==> src/rtl/spram_fifo_if.sv <==
// Streaming handshake bundle for spram_fifo.
//   in_valid/in_ready/in_data    : push stream into the FIFO
//   out_valid/out_ready/out_data : show-ahead pop stream out of the FIFO
// master: the user of the FIFO (drives pushes, accepts pops)
// slave : the FIFO itself
interface spram_fifo_if #(
    parameter int DW = 8
) ();
    logic          in_valid;
    logic          in_ready;
    logic [DW-1:0] in_data;
    logic          out_valid;
    logic          out_ready;
    logic [DW-1:0] out_data;

    modport master (
        output in_valid, in_data, out_ready,
        input  in_ready, out_valid, out_data
    );

    modport slave (
        input  in_valid, in_data, out_ready,
        output in_ready, out_valid, out_data
    );
endinterface

==> src/rtl/spram_fifo_obuf.sv <==
// Two-entry show-ahead output buffer for spram_fifo.
//   clk, rst_n : clock / asynchronous active-low reset
//   clr        : synchronous clear (empties the buffer)
//   push       : append push_data at the tail
//   pop        : drop the head entry (only when count != 0)
//   count      : number of entries held, 0..2
//   head       : oldest entry, meaningful while count != 0
module spram_fifo_obuf #(
    parameter int DW = 8
) (
    input  logic          clk,
    input  logic          rst_n,
    input  logic          clr,
    input  logic          push,
    input  logic [DW-1:0] push_data,
    input  logic          pop,
    output logic [1:0]    count,
    output logic [DW-1:0] head
);
    logic [DW-1:0] e0;
    logic [DW-1:0] e1;

    // e0 is always the head; entries shift down on pop.
    always_ff @(posedge clk or negedge rst_n) begin
        if (!rst_n) begin
            count <= '0;
            e0    <= '0;
            e1    <= '0;
        end else if (clr) begin
            count <= '0;
        end else begin
            unique case ({push, pop})
                2'b10: begin
                    if (count == 2'd0) begin
                        e0 <= push_data;
                    end else begin
                        e1 <= push_data;
                    end
                    count <= count + 2'd1;
                end
                2'b01: begin
                    e0    <= e1;
                    count <= count - 2'd1;
                end
                2'b11: begin
                    if (count == 2'd2) begin
                        e0 <= e1;
                        e1 <= push_data;
                    end else begin
                        e0 <= push_data;
                    end
                end
                default: ;
            endcase
        end
    end

    assign head = e0;
endmodule

==> src/rtl/spram_fifo.sv <==
// Byte FIFO controller owning the single port of an external spram.
//   clk, rst_n : clock / asynchronous active-low reset
//   flush      : synchronous clear of all contents (last_grant kept)
//   s          : push/pop stream bundle (slave side)
//   level      : total entries held (RAM + in-flight read + output buffer)
//   ram_*      : port of the external single-port RAM
// One RAM access per cycle; write and read alternate when both pend.
module spram_fifo #(
    parameter int AW = 10,
    parameter int DW = 8
) (
    input  logic          clk,
    input  logic          rst_n,
    input  logic          flush,
    spram_fifo_if.slave   s,
    output logic [AW:0]   level,
    output logic          ram_ce,
    output logic          ram_we,
    output logic          ram_oe,
    output logic [AW-1:0] ram_addr,
    output logic [DW-1:0] ram_di,
    input  logic [DW-1:0] ram_do
);
    localparam int unsigned DEPTH_I = 1 << AW;
    localparam logic [AW:0] DEPTH   = DEPTH_I[AW:0];

    typedef enum logic {
        GRANT_RD = 1'b0,
        GRANT_WR = 1'b1
    } grant_e;

    logic [AW-1:0] wr_ptr;
    logic [AW-1:0] rd_ptr;
    logic [AW:0]   ram_cnt;
    logic          inflight;
    grant_e        last_grant;

    logic [1:0]    ob_cnt;
    logic [DW-1:0] ob_head;

    logic          active;
    logic          full;
    logic          out_valid_i;
    logic          pop;
    logic          capture;
    logic [2:0]    committed;
    logic          wr_req;
    logic          rd_req;
    logic          wr_gnt;
    logic          rd_gnt;
    logic [AW:0]   ram_cnt_nxt;
    logic [1:0]    ob_cnt_nxt;
    logic [AW:0]   level_nxt;

    always_comb begin
        active      = rst_n && !flush;
        full        = (ram_cnt == DEPTH);
        out_valid_i = active && (ob_cnt != 2'd0);
        pop         = out_valid_i && s.out_ready;
        capture     = active && inflight;
        // Output-side slots already spoken for after this cycle's pop.
        committed   = {1'b0, ob_cnt} + {2'b0, inflight} - {2'b0, pop};
        wr_req      = s.in_valid && !full;
        rd_req      = (ram_cnt != '0) && (committed < 3'd2);
        wr_gnt      = active && wr_req && (!rd_req || last_grant == GRANT_RD);
        rd_gnt      = active && rd_req && (!wr_req || last_grant == GRANT_WR);

        s.in_ready  = active && !full && !(rd_req && last_grant == GRANT_WR);
        s.out_valid = out_valid_i;
        s.out_data  = ob_head;

        ram_ce      = wr_gnt || rd_gnt;
        ram_we      = wr_gnt;
        ram_oe      = rd_gnt;
        ram_addr    = rd_gnt ? rd_ptr : wr_ptr;
        ram_di      = s.in_data;

        ram_cnt_nxt = ram_cnt + (AW+1)'(wr_gnt) - (AW+1)'(rd_gnt);
        ob_cnt_nxt  = ob_cnt + 2'(capture) - 2'(pop);
        level_nxt   = ram_cnt_nxt + (AW+1)'(rd_gnt) + (AW+1)'(ob_cnt_nxt);
    end

    always_ff @(posedge clk or negedge rst_n) begin
        if (!rst_n) begin
            wr_ptr     <= '0;
            rd_ptr     <= '0;
            ram_cnt    <= '0;
            inflight   <= 1'b0;
            last_grant <= GRANT_RD;
            level      <= '0;
        end else if (flush) begin
            wr_ptr     <= '0;
            rd_ptr     <= '0;
            ram_cnt    <= '0;
            inflight   <= 1'b0;
            level      <= '0;
        end else begin
            if (wr_gnt) begin
                wr_ptr <= wr_ptr + 1'b1;
            end
            if (rd_gnt) begin
                rd_ptr <= rd_ptr + 1'b1;
            end
            if (wr_gnt) begin
                last_grant <= GRANT_WR;
            end else if (rd_gnt) begin
                last_grant <= GRANT_RD;
            end
            ram_cnt  <= ram_cnt_nxt;
            inflight <= rd_gnt;
            level    <= level_nxt;
        end
    end

    // A read in flight during flush is dropped: clr wins over push.
    spram_fifo_obuf #(.DW(DW)) u_obuf (
        .clk       (clk),
        .rst_n     (rst_n),
        .clr       (flush),
        .push      (capture),
        .push_data (ram_do),
        .pop       (pop),
        .count     (ob_cnt),
        .head      (ob_head)
    );
endmodule

==> src/flat_wrapper.sv <==
// flat-port wrapper written by rule: the top's interface ports become plain ports
module spram_fifo_flat 
#(
    parameter int AW = 10,
    parameter int DW = 8
)
  (clk, rst_n, flush, level, ram_ce, ram_we, ram_oe, ram_addr, ram_di, ram_do, s_in_valid, s_in_data, s_out_ready, s_in_ready, s_out_valid, s_out_data);
  spram_fifo_if #(.DW(DW)) s_i ();
  input  logic clk;
  input  logic rst_n;
  input  logic flush;
  output logic [AW:0] level;
  output logic ram_ce;
  output logic ram_we;
  output logic ram_oe;
  output logic [AW-1:0] ram_addr;
  output logic [DW-1:0] ram_di;
  input  logic [DW-1:0] ram_do;
  input wire logic [$bits(s_i.in_valid)-1:0] s_in_valid;
  input wire logic [$bits(s_i.in_data)-1:0] s_in_data;
  input wire logic [$bits(s_i.out_ready)-1:0] s_out_ready;
  output wire logic [$bits(s_i.in_ready)-1:0] s_in_ready;
  output wire logic [$bits(s_i.out_valid)-1:0] s_out_valid;
  output wire logic [$bits(s_i.out_data)-1:0] s_out_data;
  assign s_i.in_valid = s_in_valid;
  assign s_i.in_data = s_in_data;
  assign s_i.out_ready = s_out_ready;
  assign s_in_ready = s_i.in_ready;
  assign s_out_valid = s_i.out_valid;
  assign s_out_data = s_i.out_data;
  spram_fifo #(.AW(AW), .DW(DW)) u_core (.clk(clk), .rst_n(rst_n), .flush(flush), .s(s_i), .level(level), .ram_ce(ram_ce), .ram_we(ram_we), .ram_oe(ram_oe), .ram_addr(ram_addr), .ram_di(ram_di), .ram_do(ram_do));
endmodule
==> config.mk <==
export PLATFORM = sky130hd
export DESIGN_NAME = spram_fifo_flat
export DESIGN_NICKNAME = d
export VERILOG_FILES = /design/src/rtl/spram_fifo_if.sv /design/src/rtl/spram_fifo_obuf.sv /design/src/rtl/spram_fifo.sv /design/src/flat_wrapper.sv
export SDC_FILE = /design/constraint.sdc
export NUM_CORES = 1
export LEC_CHECK = 0
export BUFFER_PORTS_ARGS = -buffer_cell sky130_fd_sc_hd__buf_2
export CAP_MARGIN = 10
export CORE_MARGIN = 5
export CORE_UTILIZATION = 50
export DETAILED_ROUTE_END_ITERATION = 8
export PLACE_DENSITY = 0.72
export REMOVE_ABC_BUFFERS = 1
export SLEW_MARGIN = 20
export SYNTH_ARGS = -nofsm -noshare
export SYNTH_HDL_FRONTEND = slang
export SYNTH_HIERARCHICAL = 1
export SYNTH_SLANG_ARGS = --single-unit
==> constraint.sdc <==
create_clock -name clk -period 6.9 [get_ports clk]
set_clock_uncertainty 0.2 [all_clocks]
set_input_delay 0 -clock clk [delete_from_list [all_inputs] [get_ports clk]]
set_output_delay 0 -clock clk [all_outputs]
set_load 0.05 [all_outputs]
## After elaboration in Yosys (flattened, before gate mapping)

Index checks and enable logic that the tools add are counted.

| cells by class | value |
|---|---|
| add/subtract/negate cells | 12 |
| order comparisons | 1 |
| equal/unequal tests | 8 |
| multiplexer cells | 18 |
| bitwise gates (word level) | 2 |
| reductions and logical operators | 33 |

Operators by type and width:

| operator | count |
|---|---|
| $mux W10 | 5 |
| $mux W8 | 4 |
| $pmux W8 S3 | 1 |
| $add A11 B1 Y11 | 2 |
| $mux W11 | 2 |
| $add A10 B1 Y10 const B | 2 |
| $pmux W8 S2 | 1 |
| $logic_and A1 B1 Y1 | 13 |
| $add A11 B2 Y11 | 1 |
| $eq A11 B11 Y1 const B | 1 |
| $reduce_bool A11 Y1 | 1 |
| $sub A11 B1 Y11 | 1 |
| $reduce_bool A2 Y1 | 5 |
| $eq A2 B2 Y1 const B | 3 |
| $ne A2 B2 Y1 const B | 3 |
| $reduce_bool A3 Y1 | 2 |
| $logic_not A1 Y1 | 5 |
| $pmux W2 S2 | 1 |
| $reduce_and A4 Y1 | 1 |
| $add A2 B1 Y3 | 1 |
| $logic_or A1 B1 Y1 | 3 |
| $lt A3 B2 Y1 const B | 1 |
| $mux W1 | 3 |
| $reduce_and A3 Y1 | 1 |
| 10 further kinds | 11 |

| storage, ports and cells | value |
|---|---|
| bits in registers | 62 |
| word-level logic and storage cells | 83 |

## Logic depth before layout (Yosys ltp)

Gate-level depths: netlist of the first run.

| depth | value |
|---|---|
| depth in word-level cells | 15 |
| gate-level depth with buffers | 25 |
| depth with buffers taken out | 22 |

## Modules after synthesis

Netlist of the first run, hierarchy kept.

By module, submodules not included:

| module | instances | cells each | area an instance (sq um) |
|---|---|---|---|
| spram_fifo | 1 | 299 | 2,931.6 |
| spram_fifo_obuf | 1 | 67 | 837.1 |

## Worst setup path before layout of the first run

Ideal clock, no wire load.

| timing path | value |
|---|---|
| kind | register -> register |
| start | register u_core.u_obuf.count[0] |
| end | register u_core.level[10] |
| setup time | 0.128 ns |
| arrival | 6.215 ns |
| data required time | 6.572 ns |
| path slack | 0.358 ns |
| cell stages (with the launch flop) | 23 |
| path buffers | 3 |
| clock period less this slack | 6.542 ns |
| cells stage by stage | dfrtp_1 o21a_1 and2_1 ha_1 nand2b_1 fa_1 xnor2_1 and2_1 clkbuf_1 o211a_1 buf_2 buf_2 ha_1 inv_1 ha_1 inv_1 fa_1 fa_1 or3_1 nor3_2 or3b_4 nor3_2 mux2_1 |

| on the way | value |
|---|---|
| elaborated cells on any way between the ends | 19 |
| classes of those cells | 8 x add/sub; 1 x order compare; 1 x mux; 9 x reduce/logical |

RTL lines:

| item | line | source |
|---|---|---|
| from (decl) | spram_fifo_obuf.sv:17 | `output logic [1:0] count,` |
| from (signal assigned) | spram_fifo_obuf.sv:39 | `count <= count + 2'd1;` |
| from (signal assigned) | spram_fifo_obuf.sv:43 | `count <= count - 2'd1;` |
| $reduce_bool A2 Y1 (*) | spram_fifo.sv:58 | `out_valid_i = active && (ob_cnt != 2'd0);` |
| $logic_and A1 B1 Y1 (*) | spram_fifo.sv:58 |  |
| via s_out_valid | flat_wrapper.sv:23 | `output wire logic [$bits(s_i.out_valid)-1:0] s_out_valid;` |
| $logic_and A1 B1 Y1 (*) | spram_fifo.sv:59 | `pop = out_valid_i && s.out_ready;` |
| via u_core.pop | spram_fifo.sv:44 | `logic pop;` |
| $sub A3 B1 Y3 (*) | spram_fifo.sv:62 | `committed = {1'b0, ob_cnt} + {2'b0, inflight} - {2'b0, pop};` |
| $lt A3 B2 Y1 (*) | spram_fifo.sv:64 | `rd_req = (ram_cnt != '0) && (committed < 3'd2);` |
| $logic_and A1 B1 Y1 (*) | spram_fifo.sv:64 |  |
| $logic_and A1 B1 Y1 (*) (2 in series) | spram_fifo.sv:66 | `rd_gnt = active && rd_req && (!wr_req \|\| last_grant == GRANT_WR);` |
| via ram_oe | flat_wrapper.sv:15 | `output logic ram_oe;` |
| $sub A11 B1 Y11 | spram_fifo.sv:78 | `ram_cnt_nxt = ram_cnt + (AW+1)'(wr_gnt) - (AW+1)'(rd_gnt);` |
| $add A11 B1 Y11 (*) | spram_fifo.sv:80 | `level_nxt = ram_cnt_nxt + (AW+1)'(rd_gnt) + (AW+1)'(ob_cnt_nxt);` |
| $add A11 B2 Y11 (*) | spram_fifo.sv:80 |  |
| $mux W11 (*) | spram_fifo.sv:91 | `end else if (flush) begin` |
| to (signal assigned) | spram_fifo.sv:111 | `level <= level_nxt;` |
| to (decl) | spram_fifo.sv:16 | `output logic [AW:0] level,` |

The timed path passes the listed nets; every way through them passes the cells marked *.
A chain may end at the register's enable or synchronous reset.

## Worst setup path after layout of the first run

| timing path | value |
|---|---|
| start | input rst_n |
| end | register u_core.level[10] |

| on the way | value |
|---|---|
| cells in the longest elaborated chain, start to end | 14 |
| elaborated cells on any way between the ends | 20 |
| classes of those cells | 7 x add/sub; 1 x order compare; 1 x mux; 11 x reduce/logical |

RTL lines:

| item | line | source |
|---|---|---|
| from (decl) | flat_wrapper.sv:10 | `input logic rst_n;` |
| $logic_and A1 B1 Y1 (*) | spram_fifo.sv:56 | `active = rst_n && !flush;` |
| $logic_and A1 B1 Y1 (*) | spram_fifo.sv:58 |  |
| $logic_and A1 B1 Y1 (*) | spram_fifo.sv:59 |  |
| via u_core.pop | spram_fifo.sv:44 |  |
| $sub A3 B1 Y3 | spram_fifo.sv:62 |  |
| $lt A3 B2 Y1 | spram_fifo.sv:64 |  |
| $logic_and A1 B1 Y1 | spram_fifo.sv:64 |  |
| $logic_not A1 Y1 | spram_fifo.sv:65 | `wr_gnt = active && wr_req && (!rd_req \|\| last_grant == GRANT_RD);` |
| $logic_or A1 B1 Y1 | spram_fifo.sv:65 |  |
| $logic_and A1 B1 Y1 | spram_fifo.sv:65 |  |
| $add A11 B1 Y11 | spram_fifo.sv:78 |  |
| $sub A11 B1 Y11 | spram_fifo.sv:78 |  |
| $add A11 B1 Y11 | spram_fifo.sv:80 |  |
| $add A11 B2 Y11 (*) | spram_fifo.sv:80 |  |
| $mux W11 (*) | spram_fifo.sv:91 |  |

Marks and branches as above.

==> implementation parameters, run 1 <==
Parameter                              Value

Hold path
  Worst hold path depth    4
  Worst Hold Endpoint    u_core/u_obuf/count[0]$_DFFE_PN0P_
  Class of the most critical hold timing path    primary input to flip-flop
  Worst hold path startpoint    s_out_ready

Clock tree
  Worst-skew pair later-pin latency    0.34 ns
  Clock transition at path regs    0.07 ns
  Sinks on Clock Net    62
  Maximum clock path buffer count    2
  # H-tree levels    3
  CTS tree    yes
  Clock buffers created by TritonCTS    9
  Resized cells post-CTS    0
  Clock Tree Root    sky130_fd_sc_hd__clkbuf_8

STA
  Final Hold Fails    0
  Fraction of the cycle the final worst path needs    0.907
  Pins over their slew limit    0
  Final-layout setup total negative slack    0 ns
  Headroom to the max-slew limit    0.484
  PnR worst setup slack    0.641 ns
  Achievable frequency    0.160 GHz
  Final Setup Violations    0
  Unrepaired setup endpoints after global routing    no
  Measured slew at the worst slew-check pin    0.774 ns
  Crit path time final    6.26 ns

Synth
  Number of instances in the synthesized netlist    366
  Share of the yosys chip area belonging to registers    0.412
  Most numerous cell types in the synthesized netlist    62 x sky130_fd_sc_hd__dfrtp_1, 43 x sky130_fd_sc_hd__nor2_1, 26 x sky130_fd_sc_hd__xor2_1
  Seq cells post-synth    62
  EDFF count, synth    0
  Most instantiated flip-flop cell in the synthesis netlist    sky130_fd_sc_hd__dfrtp_1
  Ranking of synthesized cells by area    sky130_fd_sc_hd__dfrtp_1 41%, sky130_fd_sc_hd__ha_1 7.0%, sky130_fd_sc_hd__xor2_1 6.0%, sky130_fd_sc_hd__mux2_2 5.4%, sky130_fd_sc_hd__nor2_1 4.3%
  Mapped cell area    3770 um^2
  Share of Yosys cell area claimed by the top area cell type    0.412
  Cell with the most instances after synthesis    sky130_fd_sc_hd__dfrtp_1
  Count of yosys warnings during synthesis    6
  FFs w/ async S/R, synth    1.00
  Distinct cell type count after synthesis    55
  Cell taking the most area after synthesis    sky130_fd_sc_hd__dfrtp_1
  Average size of a mapped cell    10.3 um^2

Placement
  Post-DP HPWL    5.40 mm
  Minimum setup slack after placement    0.840 ns
  Placed Cells    495
  Cell area after placement    4020 um^2
  Port bufs    46
  Final weighted congestion in routability-driven placement    0.888

Pwr
  Worst vdd ir    0.000303 V
  Proportion of power drawn by combinational gates    0.552
  Switching share of power    0.457
  Relative contribution of sequential cells to total power    0.270
  P per Cell Area    410 nW/um^2
  Internal Power    0.986 mW
  Leakage Power    2.15 nW
  Clock network fraction of total power    0.179
  Power spent charging and discharging nets    0.829 mW

Die
  # IOs    63
  Core region area    7290 um^2
  Die area    9370 um^2
  Cell Rows    31
  Initial Util    0.517
  Die H    96.8 um
  Width of the die    96.8 um

GRT
  Pin count of the biggest net entering global routing    63
  Number of antenna violations at the first check in global routing    0
  Vias in the first global route    2840
  Overall Global Routing Usage    0.175
  Total gr overflow    0
  Wire length of the first global-routing pass    13.5 mm

Finish
  Fraction of final layout cells with drive strength greater than 1    0.218
  Antenna Cells    0
  Post-route insts no fill    531
  Final-layout fill cell count    697
  Post-route cell area    4420 um^2
  Synth-to-Final Area Change    17.4%
  Number of nets in the finished design    473

Setup path
  Critical path start-end classification    primary input to flip-flop
  Setup crit start kind    primary input
  Critical Path Slowest Stage Cell    sky130_fd_sc_hd__dlygate4sd3_1
  Reg-to-reg critical path endpoint    u_core/level[10]$_DFF_PN0_
  Number of buffers and inverters on the critical path    5
  Largest driver fanout on the critical path    20
  Critical path data required time    6.92 ns
  Crit-path max cell delay    0.55 ns
  Path depth of the worst reg2reg path    20
  Critical path data arrival time    6.28 ns
  Reg-to-reg slack, setup    0.81 ns
  Beginning of the worst register-to-register path    u_core/u_obuf/count[0]$_DFFE_PN0P_
  Cell family contributing the most delay on the critical path    simple AND/OR/NAND/NOR gates
  Cell breakdown of the critical path    dlygate4sd3_1 -> buf_2 -> nor2b_1 -> o21a_1 -> and2_1 -> ha_1 -> nand2b_1 -> fa_1 -> xnor2_1 -> and2_1 -> o211a_1 -> buf_4 -> ha_1 -> inv_1 -> ha_1 -> inv_1 -> fa_1 -> fa_1 -> or3_1 -> nor3_2 -> or3b_4 -> nor3_2 -> mux2_1
  Sort of element at the end of the critical path    flip-flop

Route
  Overall routed net length    7.79 mm
  Antenna-violating nets left    0
  Pre-antenna DRT Iters    4
  Wirelength per Cell    14.7 um
  Via-per-instance ratio    5.05
  Detailed-route via count    2679
  DRT iter0 DRCs    85
  DRC    0

Job
  Maximum Capacitance Violations    0

Outcome
  Outcome    completed
## logic make-up (layout without fill, tap and decap cells)
logic type | after synthesis | count (layout) | share of synthesized area
xor+xnor | 44 | 44 | 0.102
simple gates | 117 | 117 | 0.163
buf+inv | 44 | 110 | 0.0578
fa+ha+maj | 25 | 25 | 0.0910
flops | 62 | 62 | 0.412
compound gates | 43 | 43 | 0.0853
mux | 31 | 31 | 0.0886
## power groups by stage
stage	clock network, mW	logic (mW)	registers [mW]
6_report	0.324	1.00	0.490
5_1_grt	0.351	1.10	0.501
4_1_cts	0.337	1.00	0.490
3_5_place_dp	0	0.978	0.497
3_3_place_gp	0	0.965	0.495
2_1_floorplan	0	0.621	0.648
## stage by stage
| stage | hold WS (ns) | total power [mW] | util |
|---|---|---|---|
| after floorplan | -0.496 | 1.27 | - |
| after global placement | -0.199 | 1.46 | 0.551 |
| after detailed placement | -0.199 | 1.48 | 0.551 |
| after CTS | 0.0917 | 1.83 | 0.607 |
| after global routing | 0.112 | 1.95 | 0.607 |
| final | 0.105 | 1.81 | 0.607 |
## timing repair
item | 4_1_cts | 5_1_grt
setup buffers | 0 | 0
endpoints found under the hold margin | 90 | 0
hold buffers | 20 | 0
## layer usage
metal  part of all wire  vias up  wire (um)  track usage
met5                  0        -          0            0
met3              0.039        7        300       0.0482
li1                   -     1342          -            -
met1               0.46     1284       3550        0.220
met4              0.010        0         80       0.0626
met2               0.50       46       3860        0.289
## cell type report
| type | count | area [um^2] | area share |
|---|---|---|---|
| clock buffers | 13 | 159 | 0.0359 |
| clock inverters | 3 | 42.5 | 0.00962 |
| inverters | 25 | 93.8 | 0.0212 |
| multi-input cells | 260 | 2000 | 0.452 |
| flip-flops and latches | 62 | 1550 | 0.351 |
| well taps | 99 | 124 | 0.0280 |
| repair buffers | 69 | 453 | 0.102 |
## registers in the layout, summed over array words and instances (netlist names)
name,count
u_core/u_obuf/head,8
u_core/ram_cnt,11
u_core/rd_ptr,10
u_core/u_obuf/count,2
u_core/level,11
u_core/inflight,1
u_core/u_obuf/e1,8
u_core/last_grant,1
u_core/wr_ptr,10
## cells in the final DEF (no fill, tap or decap), types with 6 or more instances in the layout
cell type,count
sky130_fd_sc_hd__a21oi_1,8
sky130_fd_sc_hd__buf_2,46
sky130_fd_sc_hd__nor2b_1,6
sky130_fd_sc_hd__xor2_1,26
sky130_fd_sc_hd__clkbuf_8,11
sky130_fd_sc_hd__dlygate4sd3_1,20
sky130_fd_sc_hd__o21ai_1,9
sky130_fd_sc_hd__mux2i_1,12
sky130_fd_sc_hd__nor2_1,43
sky130_fd_sc_hd__xnor2_1,18
sky130_fd_sc_hd__nand3_1,9
sky130_fd_sc_hd__dfrtp_1,62
sky130_fd_sc_hd__ha_1,21
sky130_fd_sc_hd__mux2_2,18
sky130_fd_sc_hd__inv_1,25
sky130_fd_sc_hd__nand2_1,20
## worst min-delay path, stage by stage
cell	delay [ns]
sky130_fd_sc_hd__buf_2	0.09
sky130_fd_sc_hd__and2_1	0.24
sky130_fd_sc_hd__xnor2_1	0.19
sky130_fd_sc_hd__nor2_1	0.09
## worst max-delay path by stage
stage                                             startpoint                          to  cells past startpoint
after floorplan           u_core/u_obuf/count[0]$_DFFE_PN0P_  u_core/level[10]$_DFF_PN0_                     19
after global placement    u_core/u_obuf/count[0]$_DFFE_PN0P_  u_core/level[10]$_DFF_PN0_                     20
after detailed placement  u_core/u_obuf/count[0]$_DFFE_PN0P_  u_core/level[10]$_DFF_PN0_                     20
after CTS                                              rst_n  u_core/level[10]$_DFF_PN0_                     23
after global routing                                   rst_n  u_core/level[10]$_DFF_PN0_                     23
final                                                  rst_n  u_core/level[10]$_DFF_PN0_                     23
No activity file was read; power rests on OpenSTA's default activity.
==> inputs of run 2 (changes only) <==
- PLACE_DENSITY: 0.72 -> not set
- PLACE_DENSITY_LB_ADDON: not set -> 0.08
==> run 2 against run 1 <==
  * Register-to-register slack got worse by 0.05 ns
  * Non-clock buffer count unchanged
  * Power down 0.43%
  * Wire length increased by 2.3%
  * Die area did not move
  * Clock-buffer cell count shrank 2
  * Utilization fell by 0.17 points
  * Critical endpoint unchanged
==> implementation parameters, run 2 (same netlist as run 1, synthesis figures left out) <==
Parameter                              Value

Outcome
  Outcome    completed (unchanged)

Finish
  Final-layout fill cell count    671 (was 697)
  Antenna Cells    0 (unchanged)
  Post-route cell area    4410 um^2 (was 4420 um^2)
  Post-route insts no fill    530 (was 531)
  Fraction of final layout cells with drive strength greater than 1    0.218 (about the same)
  FF+latch area    1550 um^2 (unchanged)
  Most used cells in the layout excluding fill and tap cells    62 x sky130_fd_sc_hd__dfrtp_1, 46 x sky130_fd_sc_hd__buf_2, 43 x sky130_fd_sc_hd__nor2_1 (unchanged)
  Multi-input gate area in the final layout    2000 um^2 (unchanged)
  Synth-to-Final Area Change    17.0% (was 17.4%)
  Most common cell after layout, fill and taps aside    sky130_fd_sc_hd__dfrtp_1 (unchanged)
  Largest registers in the final layout    u_core/level: 11 flops, u_core/ram_cnt: 11 flops (unchanged)
  Number of nets in the finished design    473 (unchanged)

Setup path
  Critical path data arrival time    6.30 ns (was 6.28 ns)
  Critical Path Slowest Stage Cell    sky130_fd_sc_hd__dlygate4sd3_1 (unchanged)
  Cell family contributing the most delay on the critical path    simple AND/OR/NAND/NOR gates (unchanged)
  Critical path start-end classification    primary input to flip-flop (unchanged)
  Crit-path max cell delay    0.52 ns (was 0.55 ns)
  Largest driver fanout on the critical path    20 (unchanged)
  Sort of element at the end of the critical path    flip-flop (unchanged)
  Cell breakdown of the critical path    dlygate4sd3_1 -> buf_2 -> nor2b_1 -> o21a_1 -> and2_1 -> ha_1 -> nand2b_1 -> fa_1 -> xnor2_1 -> and2_1 -> o211a_1 -> buf_4 -> ha_1 -> inv_1 -> ha_1 -> inv_1 -> fa_1 -> fa_1 -> or3_1 -> nor3_2 -> or3b_4 -> nor3_2 -> mux2_1 (unchanged)
  Setup crit start kind    primary input (unchanged)
  Critical path data required time    6.92 ns (about the same)
  Number of buffers and inverters on the critical path    5 (unchanged)

Route
  DRC    0 (unchanged)
  Overall routed net length    7.96 mm (was 7.79 mm)
  Via-per-instance ratio    5.11 (was 5.05)
  DRT iter0 DRCs    105 (was 85)
  Pre-antenna DRT Iters    4 (unchanged)
  Detailed-route via count    2706 (was 2679)
  Antenna-violating nets left    0 (unchanged)
  Wirelength per Cell    15.0 um (was 14.7 um)

Placement
  Port bufs    46 (unchanged)
  Final weighted congestion in routability-driven placement    0.826 (was 0.888)
  Post-DP HPWL    5.40 mm (about the same)
  Placed Cells    495 (unchanged)
  Cell area after placement    4020 um^2 (unchanged)

Pwr
  Internal Power    0.973 mW (was 0.986 mW)
  Clock network fraction of total power    0.176 (was 0.179)
  P per Cell Area    410 nW/um^2 (about the same)
  Proportion of power drawn by combinational gates    0.553 (was 0.552)
  Switching share of power    0.461 (was 0.457)
  Worst vdd ir    0.000278 V (was 0.000303 V)
  Leakage Power    2.14 nW (was 2.15 nW)
  Relative contribution of sequential cells to total power    0.271 (was 0.270)
  Power spent charging and discharging nets    0.834 mW (was 0.829 mW)

Die
  Initial Util    0.517 (unchanged)
  Die area    9370 um^2 (unchanged)
  # IOs    63 (unchanged)
  Core region area    7290 um^2 (unchanged)
  Width of the die    96.8 um (unchanged)
  Cell Rows    31 (unchanged)
  Die H    96.8 um (unchanged)

GRT
  Number of antenna violations at the first check in global routing    0 (unchanged)
  Vias in the first global route    2759 (was 2840)
  Wire length of the first global-routing pass    14.0 mm (was 13.5 mm)
  Overall Global Routing Usage    0.182 (was 0.175)
  Pin count of the biggest net entering global routing    63 (unchanged)
  Total gr overflow    0 (unchanged)

Hold path
  Class of the most critical hold timing path    primary input to flip-flop (unchanged)

Clock tree
  Sinks on Clock Net    62 (unchanged)
  Clock buffers created by TritonCTS    9 (unchanged)
  Maximum clock path buffer count    2 (unchanged)
  Worst-skew pair later-pin latency    0.34 ns (about the same)
  # H-tree levels    3 (unchanged)
  Clock Tree Root    sky130_fd_sc_hd__clkbuf_8 (unchanged)
  Clock transition at path regs    0.07 ns (about the same)
  Resized cells post-CTS    0 (unchanged)
  CTS tree    yes (unchanged)

STA
  Pins over their slew limit    0 (unchanged)
  Crit path time final    6.28 ns (was 6.26 ns)
  Headroom to the max-slew limit    0.478 (was 0.484)
  Achievable frequency    0.159 GHz (was 0.160 GHz)
  Unrepaired setup endpoints after global routing    no (unchanged)
  Final Setup Violations    0 (unchanged)
  Final Hold Fails    0 (unchanged)
  Measured slew at the worst slew-check pin    0.783 ns (was 0.774 ns)
  Fraction of the cycle the final worst path needs    0.911 (was 0.907)
  Final-layout setup total negative slack    0 ns (unchanged)

Job
  Maximum Capacitance Violations    0 (unchanged)
## run 2: cell types whose count changed in the layout (fill, tap and decap cells not counted)
| cell | previous run | this run |
|---|---|---|
| sky130_fd_sc_hd__clkbuf_1 | 2 | 1 |
| sky130_fd_sc_hd__clkbuf_8 | 11 | 10 |
| sky130_fd_sc_hd__clkinv_2 | 1 | 2 |
## run 2: area by class of cell
type                    count  area share
multi-input cells         260       0.453
flip-flops and latches     62       0.352
repair buffers             69       0.103
clock buffers              11      0.0321
well taps                  99      0.0281
inverters                  25      0.0213
clock inverters             4      0.0108
## run 2: through the flow
stage | util | hold slack, ns | total power, mW | setup slack (ns)
2_1_floorplan | - | -0.496 | 1.27 | 0.334
3_3_place_gp | 0.551 | -0.199 | 1.47 | 0.989
3_5_place_dp | 0.551 | -0.199 | 1.48 | 0.784
4_1_cts | 0.605 | 0.0572 | 1.83 | 0.647
5_1_grt | 0.605 | 0.0981 | 1.95 | 0.0883
6_report | 0.605 | 0.0745 | 1.81 | 0.617
## run 2: final timing paths
path | start | endpoint | slack, ns | cells past startpoint
hold reg to reg | u_core/u_obuf/head[7]$_DFFE_PN0P_ | u_core/u_obuf/head[7]$_DFFE_PN0P_ | 0.28 | 2
min in group asynchronous | rst_n | u_core/rd_ptr[5]$_DFFE_PN0P_ | 0.22 | 3
max in group asynchronous | rst_n | u_core/u_obuf/count[1]$_DFFE_PN0P_ | 5.74 | 3
hold / removal | s_out_ready | u_core/u_obuf/count[0]$_DFFE_PN0P_ | 0.07 | 4
setup / recovery | rst_n | u_core/level[10]$_DFF_PN0_ | 0.62 | 23
setup reg to reg | u_core/u_obuf/count[0]$_DFFE_PN0P_ | u_core/level[10]$_DFF_PN0_ | 0.76 | 20
## run 2: tightest hold or removal path, delay by kind of cell
kind | cells | cell delay, ns
AND/OR/NAND/NOR | 2 | 0.28
XOR/XNOR | 1 | 0.20
buffers and inverters | 1 | 0.10
## run 2: power by group through the flow
stage	Combinational, mW	Clock, mW	Sequential [mW]
6_report	1.00	0.318	0.489
5_1_grt	1.10	0.345	0.498
4_1_cts	1.01	0.331	0.489
3_5_place_dp	0.982	0	0.496
3_3_place_gp	0.976	0	0.496
2_1_floorplan	0.621	0	0.648
## run 2: routing by layer
layer  GRT usage  wire length [um]  up-vias  share of wire
met4      0.0788               178        0          0.022
li1            -                 -     1345              -
met1       0.237              3690     1309           0.46
met2       0.291              3900       36           0.49
met5           0                 0        -              0
met3      0.0417               201       16          0.025
## run 2: repair_timing
item | 4_1_cts | 5_1_grt
hold endpoints to repair | 90 | 0
hold buffers | 20 | 0
setup buffers | 0 | 0
==> inputs of run 3 (changes only) <==
- ABC_AREA: not set -> 1
- PLACE_DENSITY: not set -> 0.74
- PLACE_DENSITY_LB_ADDON: 0.08 -> not set
==> run 3 against run 2 <==
  * Die area up 13%
  * Clock-buffer cell count down 2
  * Flip-flop and latch count unchanged
  * Worst setup slack better by 0.16 ns
  * Sequential share of layout area down 4.0 points
  * Global-route usage up 2.8 points
  * Largest cell class unchanged
  * Largest power group unchanged
==> implementation parameters, run 3 <==
Parameter                              Value

Outcome
  Outcome    completed (unchanged)

Route
  Pre-antenna DRT Iters    4 (unchanged)
  Overall routed net length    10.3 mm (was 7.96 mm)
  Via-per-instance ratio    5.18 (was 5.11)
  Metal2 WL    4.74 mm (was 3.90 mm)
  Wirelength per Cell    14.0 um (was 15.0 um)
  Detailed-route via count    3834 (was 2706)
  Antenna-violating nets left    0 (unchanged)
  DRT iter0 DRCs    220 (was 105)
  Uppermost layer routed    met4 (unchanged)
  Met1 Routed Length    4.93 mm (was 3.69 mm)
  DRC    0 (unchanged)
  Met3 routed wirelength    507 um (was 201 um)

Synth
  Count of yosys warnings during synthesis    6 (unchanged)
  Cell with the most instances after synthesis    sky130_fd_sc_hd__nand2_1 (was sky130_fd_sc_hd__dfrtp_1)
  Share of Yosys cell area claimed by the top area cell type    0.361 (was 0.412)
  FFs w/ async S/R, synth    1.00 (unchanged)
  Ranking of synthesized cells by area    sky130_fd_sc_hd__dfrtp_1 36%, sky130_fd_sc_hd__nand2_1 12%, sky130_fd_sc_hd__nand3_1 8.0%, sky130_fd_sc_hd__inv_1 6.5%, sky130_fd_sc_hd__ha_1 6.1% (was sky130_fd_sc_hd__dfrtp_1 41%, sky130_fd_sc_hd__ha_1 7.0%, sky130_fd_sc_hd__xor2_1 6.0%, sky130_fd_sc_hd__mux2_2 5.4%, sky130_fd_sc_hd__nor2_1 4.3%)
  Mapped cell area    4300 um^2 (was 3770 um^2)
  Most instantiated flip-flop cell in the synthesis netlist    sky130_fd_sc_hd__dfrtp_1 (unchanged)
  Most numerous cell types in the synthesized netlist    139 x sky130_fd_sc_hd__nand2_1, 74 x sky130_fd_sc_hd__inv_1, 69 x sky130_fd_sc_hd__nand3_1 (was 62 x sky130_fd_sc_hd__dfrtp_1, 43 x sky130_fd_sc_hd__nor2_1, 26 x sky130_fd_sc_hd__xor2_1)
  Average size of a mapped cell    7.52 um^2 (was 10.3 um^2)
  Cell taking the most area after synthesis    sky130_fd_sc_hd__dfrtp_1 (unchanged)
  Number of instances in the synthesized netlist    572 (was 366)
  Share of the yosys chip area belonging to registers    0.361 (was 0.412)
  Distinct cell type count after synthesis    36 (was 55)
  EDFF count, synth    0 (unchanged)
  Seq cells post-synth    62 (unchanged)

Clock tree
  Maximum clock path buffer count    2 (unchanged)
  Resized cells post-CTS    0 (unchanged)
  Worst-skew pair later-pin latency    0.34 ns (about the same)
  # H-tree levels    3 (unchanged)
  Sinks on Clock Net    62 (unchanged)
  Number of post-CTS setup repair buffers    0 (unchanged)
  Clock buffers created by TritonCTS    9 (unchanged)
  CTS tree    yes (unchanged)
  Clock transition at path regs    0.07 ns (about the same)
  Clock Tree Root    sky130_fd_sc_hd__clkbuf_8 (unchanged)

Die
  Core region area    8300 um^2 (was 7290 um^2)
  Width of the die    103 um (was 96.8 um)
  Die area    10600 um^2 (was 9370 um^2)
  Initial Util    0.518 (was 0.517)
  # IOs    63 (unchanged)
  Die H    103 um (was 96.8 um)
  Cell Rows    33 (was 31)

STA
  Final Setup Violations    0 (unchanged)
  Pins over their slew limit    0 (unchanged)
  Crit path time final    6.13 ns (was 6.28 ns)
  Unrepaired setup endpoints after global routing    no (unchanged)
  Final Hold Fails    0 (unchanged)
  Worst-case hold slack    0.157 ns (was 0.0745 ns)
  Measured slew at the worst slew-check pin    0.790 ns (was 0.783 ns)
  Final-layout setup total negative slack    0 ns (unchanged)
  Achievable frequency    0.163 GHz (was 0.159 GHz)
  Fraction of the cycle the final worst path needs    0.888 (was 0.911)
  Headroom to the max-slew limit    0.473 (was 0.478)

GRT
  Wire length of the first global-routing pass    17.6 mm (was 14.0 mm)
  Vias in the first global route    3736 (was 2759)
  Total gr overflow    0 (unchanged)
  Pin count of the biggest net entering global routing    63 (unchanged)
  Overall Global Routing Usage    0.211 (was 0.182)
  Number of antenna violations at the first check in global routing    0 (unchanged)

Placement
  Placed Cells    705 (was 495)
  Post-DP HPWL    7.44 mm (was 5.40 mm)
  Port bufs    46 (unchanged)
  Final weighted congestion in routability-driven placement    0.966 (was 0.826)

Finish
  Most common cell after layout, fill and taps aside    sky130_fd_sc_hd__nand2_1 (was sky130_fd_sc_hd__dfrtp_1)
  Most used cells in the layout excluding fill and tap cells    139 x sky130_fd_sc_hd__nand2_1, 74 x sky130_fd_sc_hd__inv_1, 69 x sky130_fd_sc_hd__nand3_1 (was 62 x sky130_fd_sc_hd__dfrtp_1, 46 x sky130_fd_sc_hd__buf_2, 43 x sky130_fd_sc_hd__nor2_1)
  Fraction of final layout cells with drive strength greater than 1    0.202 (was 0.218)
  Antenna Cells    0 (unchanged)
  Post-route insts no fill    740 (was 530)
  Largest registers in the final layout    u_core/level: 11 flops, u_core/ram_cnt: 11 flops (unchanged)
  Synth-to-Final Area Change    15.5% (was 17.0%)
  Number of nets in the finished design    676 (was 473)

Pwr
  P per Cell Area    442 nW/um^2 (was 410 nW/um^2)
  Power spent charging and discharging nets    1.14 mW (was 0.834 mW)
  Clock network fraction of total power    0.164 (was 0.176)
  Internal Power    1.05 mW (was 0.973 mW)
  Relative contribution of sequential cells to total power    0.246 (was 0.271)
  Worst vdd ir    0.000201 V (was 0.000278 V)
  Switching share of power    0.521 (was 0.461)
  Leakage Power    2.58 nW (was 2.14 nW)
  Design Power    2.20 mW (was 1.81 mW)
  Proportion of power drawn by combinational gates    0.590 (was 0.553)

Setup path
  Crit-path max cell delay    0.53 ns (was 0.52 ns)
  Critical path start-end classification    primary input to flip-flop (unchanged)
  Critical path data required time    6.94 ns (was 6.92 ns)
  Sort of element at the end of the critical path    flip-flop (unchanged)
  Setup crit start kind    primary input (unchanged)
  Largest driver fanout on the critical path    30 (was 20)
  Critical path data arrival time    6.17 ns (was 6.30 ns)
  Critical Path Slowest Stage Cell    sky130_fd_sc_hd__dlygate4sd3_1 (unchanged)

Job
  Maximum Capacitance Violations    0 (unchanged)

Hold path
  Class of the most critical hold timing path    primary input to flip-flop (unchanged)
==> run 3: stage by stage <==
stage | area [um^2] | setup WS (ns) | util
after global placement | 4560 | 1.27 | 0.549
after detailed placement | 4560 | 1.03 | 0.549
after CTS | 4970 | 0.838 | 0.599
after floorplan | 4170 | 0.510 | -
final | 4970 | 0.774 | 0.599
after global routing | 4970 | 0.307 | 0.599
==> run 3: worst max-delay path, delay by kind of cell <==
kind | cells | cell delay [ns]
adders and majority gates | 6 | 2.30
and+or+nand+nor | 10 | 1.67
buffers and inverters | 6 | 1.20
AOI/OAI and AO/OA | 5 | 0.98
==> run 3: repair_timing <==
action                     CTS  global route
hold buffers                19             0
hold endpoints to repair   106             0
setup endpoints to repair    0             0
==> run 3: layout make-up <==
| cell class | instances | area (um^2) |
|---|---|---|
| clock buffers | 9 | 124 |
| fillers | 780 | 3330 |
| multi-input cells | 402 | 2290 |
| flip-flops and latches | 62 | 1550 |
| inverters | 87 | 329 |
| well taps | 105 | 131 |
| repair buffers | 68 | 443 |
| clock inverters | 7 | 98.8 |
==> run 3: worst paths after layout <==
check	start	end	slack, ns	cells after the start
setup / recovery	flush	u_core/level[8]$_DFF_PN0_	0.77	27
hold / removal	s_out_ready	u_core/u_obuf/count[0]$_DFFE_PN0P_	0.16	6
min in group asynchronous	rst_n	u_core/ram_cnt[3]$_DFF_PN0_	0.22	3
max in group asynchronous	rst_n	u_core/wr_ptr[4]$_DFFE_PN0P_	5.75	3
hold reg to reg	u_core/u_obuf/head[4]$_DFFE_PN0P_	u_core/u_obuf/head[4]$_DFFE_PN0P_	0.28	2
setup reg to reg	u_core/u_obuf/count[1]$_DFFE_PN0P_	u_core/level[8]$_DFF_PN0_	1.04	24
==> run 3: power groups by stage <==
stage          Sequential (mW)  Clock [mW]  Combinational, mW
2_1_floorplan            0.688           0              0.842
3_3_place_gp             0.542           0               1.24
3_5_place_dp             0.545           0               1.26
4_1_cts                  0.540       0.368               1.29
5_1_grt                  0.554       0.385               1.45
6_report                 0.540       0.360               1.29
==> run 3: metal layers <==
layer,track usage,vias up
met2,0.335,101
met3,0.0379,13
met5,0,-
met4,0.0627,0
met1,0.295,1785
li1,-,1935
==> run 3: cell families (layout without fill, tap and decap cells) <==
group,after synthesis,after routing,share of synthesized area
simple gates,310,310,0.346
fa+ha+maj,25,25,0.0797
xor+xnor,14,14,0.0285
compound gates,53,53,0.0782
buf+inv,108,171,0.107
flops,62,62,0.361
